[src/rtl/imem_loader_pkg.sv]
// riscv_pkg: opcode constants shared with decode, plus loader state and error encodings
package riscv_pkg;
    localparam logic [6:0] OPC_OP     = 7'b0110011;
    localparam logic [6:0] OPC_OP_IMM = 7'b0010011;
    localparam logic [6:0] OPC_LOAD   = 7'b0000011;
    localparam logic [6:0] OPC_STORE  = 7'b0100011;
    localparam logic [6:0] OPC_BRANCH = 7'b1100011;
    localparam logic [6:0] OPC_JAL    = 7'b1101111;
    localparam logic [6:0] OPC_JALR   = 7'b1100111;
    localparam logic [6:0] OPC_LUI    = 7'b0110111;
    localparam logic [6:0] OPC_AUIPC  = 7'b0010111;
    localparam logic [6:0] OPC_SYSTEM = 7'b1110011;

    typedef enum logic [2:0] {IDLE, LOAD, WRITE, DONE, ERR} ld_state_t;

    typedef enum logic [1:0] {
        ERR_NONE   = 2'b00,
        ERR_OPCODE = 2'b01,
        ERR_TRUNC  = 2'b10,
        ERR_OVF    = 2'b11
    } ld_err_t;
endpackage

[src/rtl/imem_loader_if.sv]
// imem_loader_if: byte-stream input handshake and instruction-memory write port
interface imem_loader_if #(
    parameter int ADDR_W = 10
);
    logic              in_valid;
    logic [7:0]        in_data;
    logic              in_last;
    logic              in_ready;
    logic              imem_we;
    logic [ADDR_W-1:0] imem_addr;
    logic [31:0]       imem_wdata;

    modport master (
        output in_valid, in_data, in_last,
        input  in_ready, imem_we, imem_addr, imem_wdata
    );

    modport slave (
        input  in_valid, in_data, in_last,
        output in_ready, imem_we, imem_addr, imem_wdata
    );
endinterface

[src/rtl/imem_loader_opcode_legal.sv]
// opcode_legal: flags whether a 7-bit major opcode belongs to the supported instruction set
module opcode_legal
    import riscv_pkg::*;
(
    input  logic [6:0] opcode,
    output logic       legal
);
    assign legal = opcode inside {OPC_OP, OPC_OP_IMM, OPC_LOAD, OPC_STORE, OPC_BRANCH,
                                  OPC_JAL, OPC_JALR, OPC_LUI, OPC_AUIPC, OPC_SYSTEM};
endmodule

[src/rtl/imem_loader.sv]
// imem_loader: packs little-endian bytes into instruction words, writes them to imem, then releases the core
module imem_loader
    import riscv_pkg::*;
#(
    parameter int ADDR_W    = 10,
    parameter int BASE_ADDR = 0
) (
    input  logic            clk,
    input  logic            rst_n,
    input  logic            start,
    imem_loader_if.slave    bus,
    output logic            cpu_rst_n,
    output logic            busy,
    output logic            done,
    output logic [1:0]      err_code,
    output logic [ADDR_W:0] word_count
);
    localparam logic [ADDR_W-1:0] BASE = ADDR_W'(BASE_ADDR);
    localparam logic [ADDR_W:0]   FULL = {1'b1, {ADDR_W{1'b0}}};

    ld_state_t         state;
    ld_err_t           err_q;
    ld_err_t           fault;
    logic [1:0]        idx;
    logic [31:0]       wdata;
    logic [ADDR_W-1:0] addr;
    logic [ADDR_W:0]   cnt;
    logic              last_q;
    logic              ready_q;
    logic              we_q;
    logic              busy_q;
    logic              done_q;
    logic              cpu_run_q;
    logic              legal;

    opcode_legal u_legal (.opcode(wdata[6:0]), .legal(legal));

    // classify the byte being accepted: early in_last truncates, the closing byte checks opcode then capacity
    always_comb begin
        fault = idx != 2'd3 ? (bus.in_last ? ERR_TRUNC : ERR_NONE) :
                !legal      ? ERR_OPCODE :
                cnt == FULL ? ERR_OVF : ERR_NONE;
    end

    // loader FSM; handshake and status outputs are registered alongside the state
    always_ff @(posedge clk or negedge rst_n) begin
        if (!rst_n) begin
            state     <= IDLE;
            err_q     <= ERR_NONE;
            idx       <= 2'd0;
            wdata     <= 32'd0;
            addr      <= BASE;
            cnt       <= '0;
            last_q    <= 1'b0;
            ready_q   <= 1'b0;
            we_q      <= 1'b0;
            busy_q    <= 1'b0;
            done_q    <= 1'b0;
            cpu_run_q <= 1'b0;
        end else begin
            case (state)
                IDLE, DONE, ERR: begin
                    if (start) begin
                        state     <= LOAD;
                        err_q     <= ERR_NONE;
                        idx       <= 2'd0;
                        addr      <= BASE;
                        cnt       <= '0;
                        ready_q   <= 1'b1;
                        busy_q    <= 1'b1;
                        done_q    <= 1'b0;
                        cpu_run_q <= 1'b0;
                    end
                end
                LOAD: begin
                    if (bus.in_valid) begin
                        wdata[{idx, 3'b000} +: 8] <= bus.in_data;
                        idx <= idx + 2'd1;
                        if (fault != ERR_NONE) begin
                            state   <= ERR;
                            err_q   <= fault;
                            ready_q <= 1'b0;
                            busy_q  <= 1'b0;
                        end else if (idx == 2'd3) begin
                            state   <= WRITE;
                            we_q    <= 1'b1;
                            ready_q <= 1'b0;
                            last_q  <= bus.in_last;
                        end
                    end
                end
                WRITE: begin
                    state     <= last_q ? DONE : LOAD;
                    we_q      <= 1'b0;
                    addr      <= addr + ADDR_W'(1);
                    cnt       <= cnt + (ADDR_W + 1)'(1);
                    ready_q   <= !last_q;
                    busy_q    <= !last_q;
                    done_q    <= last_q;
                    cpu_run_q <= last_q;
                end
                default: state <= IDLE;
            endcase
        end
    end

    assign bus.in_ready   = ready_q;
    assign bus.imem_we    = we_q;
    assign bus.imem_addr  = addr;
    assign bus.imem_wdata = wdata;
    assign cpu_rst_n      = cpu_run_q;
    assign busy           = busy_q;
    assign done           = done_q;
    assign err_code       = err_q;
    assign word_count     = cnt;
endmodule
[src/flat_wrapper.sv]
// flat-port wrapper written by rule: the top's interface ports become plain ports
module imem_loader_flat import riscv_pkg::*;
#(
    parameter int ADDR_W    = 10,
    parameter int BASE_ADDR = 0
)
  (clk, rst_n, start, cpu_rst_n, busy, done, err_code, word_count, bus_in_valid, bus_in_data, bus_in_last, bus_in_ready, bus_imem_we, bus_imem_addr, bus_imem_wdata);
  imem_loader_if #(.ADDR_W(ADDR_W)) bus_i ();
  input  logic clk;
  input  logic rst_n;
  input  logic start;
  output logic cpu_rst_n;
  output logic busy;
  output logic done;
  output logic [1:0] err_code;
  output logic [ADDR_W:0] word_count;
  input wire logic [$bits(bus_i.in_valid)-1:0] bus_in_valid;
  input wire logic [$bits(bus_i.in_data)-1:0] bus_in_data;
  input wire logic [$bits(bus_i.in_last)-1:0] bus_in_last;
  output wire logic [$bits(bus_i.in_ready)-1:0] bus_in_ready;
  output wire logic [$bits(bus_i.imem_we)-1:0] bus_imem_we;
  output wire logic [$bits(bus_i.imem_addr)-1:0] bus_imem_addr;
  output wire logic [$bits(bus_i.imem_wdata)-1:0] bus_imem_wdata;
  assign bus_i.in_valid = bus_in_valid;
  assign bus_i.in_data = bus_in_data;
  assign bus_i.in_last = bus_in_last;
  assign bus_in_ready = bus_i.in_ready;
  assign bus_imem_we = bus_i.imem_we;
  assign bus_imem_addr = bus_i.imem_addr;
  assign bus_imem_wdata = bus_i.imem_wdata;
  imem_loader #(.ADDR_W(ADDR_W), .BASE_ADDR(BASE_ADDR)) u_core (.clk(clk), .rst_n(rst_n), .start(start), .bus(bus_i), .cpu_rst_n(cpu_rst_n), .busy(busy), .done(done), .err_code(err_code), .word_count(word_count));
endmodule
[config.mk]
export PLATFORM = sky130hd
export DESIGN_NAME = imem_loader_flat
export DESIGN_NICKNAME = d
export VERILOG_FILES = /design/src/rtl/imem_loader_pkg.sv /design/src/rtl/imem_loader_if.sv /design/src/rtl/imem_loader_opcode_legal.sv /design/src/rtl/imem_loader.sv /design/src/flat_wrapper.sv
export SDC_FILE = /design/constraint.sdc
export NUM_CORES = 1
export LEC_CHECK = 0
export CAP_MARGIN = 10
export CORE_MARGIN = 1
export CORE_UTILIZATION = 50
export CTS_BUF_LIST = sky130_fd_sc_hd__clkbuf_4 sky130_fd_sc_hd__clkbuf_8 sky130_fd_sc_hd__clkbuf_16
export DETAILED_ROUTE_END_ITERATION = 12
export PLACE_DENSITY = 0.91
export SYNTH_ARGS = -nofsm -noshare
export SYNTH_HDL_FRONTEND = slang
export SYNTH_SLANG_ARGS = --single-unit
[constraint.sdc]
create_clock -name clk -period 2.15 [get_ports clk]
set_input_delay 0.43 -clock clk [delete_from_list [all_inputs] [get_ports clk]]
set_output_delay 0.43 -clock clk [all_outputs]
set_load 0.03 [all_outputs]
==> results of run 1 <==
## final cells by class
cell class	instances	area [um2]
Tap cell	75	93.84
Sequential cell	65	1627
Multi-Input combinational cell	251	1355
Inverter	10	37.54
Timing Repair Buffer	83	810.8
Clock buffer	12	158.9
Fill cell	438	1798
Clock inverter	3	40.04
## cells in the mapped netlist, types with 3 or more instances
master | number | area share [%]
o21ai_0 | 57 | 9.3
nand2_1 | 90 | 11
buf_2 | 6 | 0.98
dfrtp_1 | 65 | 53
a21oi_1 | 9 | 1.5
clkbuf_1 | 5 | 0.61
a31oi_1 | 5 | 1.0
inv_1 | 10 | 1.2
nand2b_1 | 3 | 0.61
nand4_1 | 7 | 1.4
ha_1 | 8 | 3.3
nor3b_1 | 3 | 0.73
nand3_1 | 15 | 2.4
nor3_1 | 3 | 0.49
o21ai_1 | 5 | 0.81
nor2_1 | 13 | 1.6
## how the worst max path moves through the flow
stage / cells after the start / start / to / slack, ps
CTS: 1 / u_core.word_count[2] / word_count[2] / 190
finish: 1 / u_core.word_count[1] / word_count[1] / 200
global placement: 5 / bus_in_valid / u_core.bus.imem_wdata[23] / 170
global route: 1 / u_core.word_count[2] / word_count[2] / 140
floorplan: 5 / u_core.bus.imem_wdata[2] / u_core.last_q / 310
detailed placement: 5 / bus_in_valid / u_core.bus.imem_wdata[18] / 50
## logic make-up (layout without fill, tap and decap cells)
logic type | after synthesis | count (layout)
mux | 2 | 2
fa+ha+maj | 8 | 8
compound gates | 92 | 92
simple gates | 148 | 148
flops | 65 | 65
buf+inv | 22 | 108
xor+xnor | 1 | 1
## cell usage in the layout (no fill, tap or decap), types with 2 or more instances in the layout
cell	instances
a21boi_0	2
a31oi_1	5
o21ai_1	5
nor3_1	3
nand4_1	7
clkbuf_8	11
ha_1	8
buf_4	10
o21ai_0	57
inv_1	10
a21oi_1	9
o211ai_1	2
a21o_1	2
nor3b_1	3
o31ai_1	2
nand3_1	15
nor4b_1	2
nor2b_1	2
clkinv_2	2
nand2b_1	3
dfrtp_1	65
nor2_1	13
clkdlybuf4s50_1	71
nand2_1	90
## sequential cells by signal (all words and copies together), names as in the netlist
| signal | count |
|---|---|
| u_core.bus.imem_wdata | 32 |
| u_core.last_q | 1 |
| u_core.idx | 2 |
| u_core.bus.in_ready | 1 |
| u_core.state | 3 |
| u_core.err_code | 2 |
| u_core.bus.imem_we | 1 |
| u_core.word_count | 11 |
| u_core.done | 1 |
| u_core.bus.imem_addr | 10 |
| u_core.busy | 1 |
## layer usage
layer  share of wire, %  GRT usage, %  vias up
met2                 49         37.63       76
met1                 44         32.30     1299
li1                   -             -     1335
met5                  0             0        -
met4                2.1         12.32        0
met3                5.1         3.977       14
## metrics by stage
| stage | worst slack, ps | std cells |
|---|---|---|
| after global placement | 168.9 | 484 |
| after global routing | 139.8 | 499 |
| final | 198.9 | 499 |
| after detailed placement | 45.56 | 484 |
| after floorplan | 311.7 | 338 |
| after CTS | 191.2 | 499 |
## where the power goes
part / switching (mW) / total (mW) / internal (mW)
sequential: 0.213 / 1.67 / 1.46
combinational: 1.06 / 1.75 / 0.695
clock: 0.433 / 1.03 / 0.602
==> flow_metrics.env, run 1 <==
export IMPL_synth_edff_count=0
export IMPL_numCtsBuffers=9
export IMPL_max_freq_mhz=512.5
export IMPL_synth_xor_area_share_pct=0.2848
export IMPL_leakagePower_nw=1.747
export IMPL_synth_fp_nets=359
export IMPL_grt_max_degree=66
export IMPL_die_y_um=80.43
export IMPL_worstPathCellList="clkdlybuf4s50_1"
export IMPL_dpl_hpwl_um=5043
export IMPL_dr_pass1_iters=5
export IMPL_post_cts_setup_buffer_count=0
export IMPL_drt_initial_drc_count=269
export IMPL_portBuffers=72
export IMPL_synth_cells=338
export IMPL_grt_pass1_vias=2529
export IMPL_area_growth_pct=34.05
export IMPL_final_util_pct=69.63
export IMPL_hold_viol=0
export IMPL_vias=2724
export IMPL_antenna_found_initial=0
export IMPL_cts_tree="yes"
export IMPL_setup_tns_ps=0
export IMPL_synth_mux_area_share_pct=0.8137
export IMPL_synth_fa_ha_area_share_pct=3.255
export IMPL_hp_class="primary input to async pin"
export IMPL_drive_gt1_share_pct=7.783
export IMPL_arrival_ps=1520
export IMPL_outcome="finished clean"
export IMPL_netlist_area_um2=3075
export IMPL_clockBufferDepth=2
export IMPL_track_usage_pct=24.12
export IMPL_vdd_drop_max_mv=0.7373
export IMPL_grt_pass1_wl_um=11740
export IMPL_rsz0062_at_grt="no"
export IMPL_ctsHoldBuffers=0
export IMPL_async_flop_share_pct=100.0
export IMPL_gp_congestion=0.8698
export IMPL_clkSinkCount=65
export IMPL_synth_seq_cells=65
export IMPL_cts_repair_resized=0
export IMPL_yosysUniqueCellTypes=44
export IMPL_hold_slack_ps=120.8
export IMPL_cts_clk_slew_worst_paths_ps=70
export IMPL_r2r_slack_ps=220
export IMPL_finalPower_mw=4.455
export IMPL_initial_core_util_pct=51.94
export IMPL_worstReg2RegStart="u_core.state[0]"
export IMPL_routed_via_density=5.459
export IMPL_core_um2=5921
export IMPL_avgSynthCellArea_um2=9.099
export IMPL_yosys_warnings=0
export IMPL_overflow=0
export IMPL_synth_simple_gate_area_share_pct=22.42
export IMPL_boundaryPins=73
export IMPL_crit_required_ps=1720
export IMPL_setup_violations=0
export IMPL_synth_top_family_by_area="simple AND/OR/NAND/NOR gates"
export IMPL_wirelength_um=7345
export IMPL_path_class="flop to output port"
export IMPL_synth_compound_area_share_pct=17.29
export IMPL_timing_final_max_slew_violations=0
export IMPL_period_share_pct=90.75
export IMPL_num_antenna_cells=0
export IMPL_nNetsFinal=441
export IMPL_fin_crit_ps=1951
export IMPL_fin_skew_ps=7.737
export IMPL_clock_latency_ps=330
export IMPL_r2r_cells=4
export IMPL_cpPeakStageDelay_ps=720
export IMPL_regToRegEndpoint="u_core.bus.imem_addr[2]"
export IMPL_ys_flop_type="dfrtp_1"
export IMPL_max_cap_viol_count=0
export IMPL_ant_nets=0
export IMPL_critical_path_slowest_cell="clkdlybuf4s50_1"
export IMPL_dieArea_um2=6468
export IMPL_std_cell_rows=28
export IMPL_critical_path_top_delay_family="buffers and inverters"
export IMPL_crit_path_end_kind="output port"
export IMPL_h_tree_depth=3
export IMPL_route_detailed_drc=0
export IMPL_startpoint_type="flop"
export IMPL_wl_per_cell_um=14.72
export IMPL_slew_headroom_pct=70.83
export IMPL_synth_seq_area_share_pct=52.89
export IMPL_fp_dieW_um=80.43
export IMPL_place_area_um2=3924
export IMPL_worst_pin_slew_ps=437.3
export IMPL_critical_path_max_fanout=7
export IMPL_cts_root_buffer="clkbuf_8"
export IMPL_p_per_area_nw_per_um2=1081
export IMPL_cp_num_buf_inv=1
export IMPL_postLayoutCellArea_um2=4123
No activity file was read; power rests on OpenSTA's default activity.
==> run 2: changes to the inputs <==
--- a/config.mk
+++ b/config.mk
@@ -9,6 +9,7 @@
 export CORE_MARGIN = 1
 export CORE_UTILIZATION = 50
 export CTS_BUF_LIST = sky130_fd_sc_hd__clkbuf_4 sky130_fd_sc_hd__clkbuf_8 sky130_fd_sc_hd__clkbuf_16
+export CTS_CLUSTER_DIAMETER = 50
 export DETAILED_ROUTE_END_ITERATION = 12
 export PLACE_DENSITY = 0.91
 export SYNTH_ARGS = -nofsm -noshare
==> results of run 2 <==
No change in the layout: final DEF, timing and power equal those of run 1.
==> run 3: changes to the inputs <==
--- a/config.mk
+++ b/config.mk
@@ -7,11 +7,12 @@
 export LEC_CHECK = 0
 export CAP_MARGIN = 10
 export CORE_MARGIN = 1
-export CORE_UTILIZATION = 50
+export CORE_UTILIZATION = 45
 export CTS_BUF_LIST = sky130_fd_sc_hd__clkbuf_4 sky130_fd_sc_hd__clkbuf_8 sky130_fd_sc_hd__clkbuf_16
 export CTS_CLUSTER_DIAMETER = 50
 export DETAILED_ROUTE_END_ITERATION = 12
-export PLACE_DENSITY = 0.91
+export MAX_ROUTING_LAYER = met4
+export PLACE_DENSITY = 0.87
 export SYNTH_ARGS = -nofsm -noshare
 export SYNTH_HDL_FRONTEND = slang
 export SYNTH_SLANG_ARGS = --single-unit
==> constraint.sdc (replaced) <==
create_clock -name clk -period 1.7 [get_ports clk]
set_input_delay 0.34 -clock clk [delete_from_list [all_inputs] [get_ports clk]]
set_output_delay 0.34 -clock clk [all_outputs]
set_load 0.03 [all_outputs]
==> flow_metrics.env, run 3 (synthesized netlist as in run 1, its figures left out) <==
export IMPL_setup_violations=2
export IMPL_boundaryPins=73
export IMPL_dr_wl_met3_um=259
export IMPL_crit_path_end_kind="flop"
export IMPL_final_util_pct=67.32
export IMPL_cts_clk_slew_worst_paths_ps=80
export IMPL_area_growth_pct=41.38
export IMPL_wirelength_um=7636
export IMPL_routed_via_density=5.361
export IMPL_fin_crit_ps=1774
export IMPL_initial_core_util_pct=47.62
export IMPL_grt_pass1_wl_um=12850
export IMPL_fin_skew_ps=9.454
export IMPL_worst_pin_slew_ps=403.3
export IMPL_dr_pass1_iters=6
export IMPL_fp_dieW_um=84.67
export IMPL_route_detailed_drc=0
export IMPL_core_um2=6459
export IMPL_overflow=0
export IMPL_cts_tree="yes"
export IMPL_period_share_pct=104.3
export IMPL_drive_gt1_share_pct=16.93
export IMPL_crit_required_ps=1920
export IMPL_pre_cts_slack_ps=-149.5
export IMPL_outcome="finished with violations"
export IMPL_numCtsBuffers=9
export IMPL_final_cell_mix="90 x nand2_1, 60 x dlygate4sd2_1, 58 x dfrtp_1, 57 x o21ai_0, 31 x buf_4"
export IMPL_gp_congestion=0.9246
export IMPL_cts_root_buffer="clkbuf_8"
export IMPL_arrival_ps=1990
export IMPL_ant_nets=0
export IMPL_finalPower_mw=5.861
export IMPL_critical_path_max_fanout=4
export IMPL_startpoint_type="flop"
export IMPL_die_y_um=84.67
export IMPL_h_tree_depth=3
export IMPL_stdcell_count=526
export IMPL_p_per_area_nw_per_um2=1348
export IMPL_layout_commonest_cell="nand2_1"
export IMPL_setup_tns_ps=-76.39
export IMPL_max_freq_mhz=563.8
export IMPL_clkSinkCount=65
export IMPL_timing_final_max_slew_violations=0
export IMPL_place_area_um2=4129
export IMPL_dieArea_um2=7169
export IMPL_postLayoutCellArea_um2=4348
export IMPL_portBuffers=72
export IMPL_num_antenna_cells=0
export IMPL_grt_max_degree=66
export IMPL_path_class="flop to flop"
export IMPL_nNetsFinal=465
export IMPL_wl_per_cell_um=14.52
export IMPL_wl_met1_um=3500
export IMPL_leakagePower_nw=2.160
export IMPL_vias=2820
export IMPL_hold_slack_ps=1.418
export IMPL_largest_reg_flops=32
export IMPL_track_usage_pct=23.62
export IMPL_hp_class="primary input to async pin"
export IMPL_violations="negative setup slack"
export IMPL_max_cap_viol_count=0
export IMPL_drt_initial_drc_count=161
export IMPL_slew_headroom_pct=73.11
export IMPL_clock_latency_ps=330
export IMPL_rsz0062_at_grt="yes"
export IMPL_clockBufferDepth=2
export IMPL_top_layer_used="met4"
export IMPL_dp_cells=506
export IMPL_ctsHoldBuffers=0
export IMPL_grt_pass1_vias=2774
export IMPL_dpl_hpwl_um=5420
export IMPL_timing_final_ws_setup_ps=-73.60
export IMPL_vdd_drop_max_mv=0.7992
export IMPL_antenna_found_initial=0
export IMPL_std_cell_rows=29
export IMPL_met2_length_um=3780
export IMPL_hold_viol=0
run 3: cell types whose count changed in the layout (fill, tap and decap cells not counted), moves of 3 or more:
| cell | previous run | this run |
|---|---|---|
| clkdlybuf4s50_1 | 71 | 11 |
| buf_12 | 1 | 4 |
| clkinvlp_4 | 0 | 3 |
| dfrtp_2 | 0 | 7 |
| dfrtp_1 | 65 | 58 |
| nor2_1 | 13 | 9 |
| nor2_2 | 0 | 4 |
| buf_4 | 10 | 31 |
| dlygate4sd2_1 | 0 | 60 |
run 3: power breakdown:
part	switching (mW)	internal, mW	total, mW
Sequential	0.210	1.85	2.06
Clock	0.619	0.868	1.49
Combinational	1.43	0.889	2.32
Total	2.26	3.61	5.86
run 3: what timing repair did:
action	in CTS	in global routing
endpoints found under the setup margin	73	50
resized for setup	65	9
endpoints found under the hold margin	0	0
pin swaps	1	2
buffers inserted	0	4
run 3: final timing paths:
| check | startpoint | end | slack, ps | depth (start not counted) |
|---|---|---|---|---|
| setup / recovery | u_core.bus.imem_wdata[6] | u_core.last_q | -70 | 5 |
| hold / removal | rst_n | u_core.bus.imem_wdata[11] | 1 | 2 |
| setup reg to reg | u_core.bus.imem_wdata[6] | u_core.last_q | -70 | 5 |
| hold reg to reg | u_core.bus.in_ready | u_core.bus.in_ready | 470 | 2 |
| max in group asynchronous | rst_n | u_core.bus.imem_wdata[4] | 1390 | 2 |
| min in group clk | u_core.bus.in_ready | u_core.bus.in_ready | 470 | 2 |
run 3: layout make-up:
cell class | instances | area, um2
multi-input combinational | 251 | 1396
tap | 77 | 96.34
clock buffer | 10 | 137.6
fill | 541 | 2111
timing repair buffer | 107 | 953.4
inverter | 10 | 37.54
sequential | 65 | 1635
clock inverter | 6 | 91.34
run 3: worst max-delay path, cell delays in order (launching register included):
cell,delay (ps)
dfrtp_2,440
xnor2_2,160
a2111oi_4,420
and2_4,240
nand3_4,80
mux2_4,310
run 3: routing by layer:
metal,track usage [%],vias up
met5,-,-
met4,10.17,0
met3,3.638,8
met2,37.62,71
met1,30.12,1364
li1,-,1377
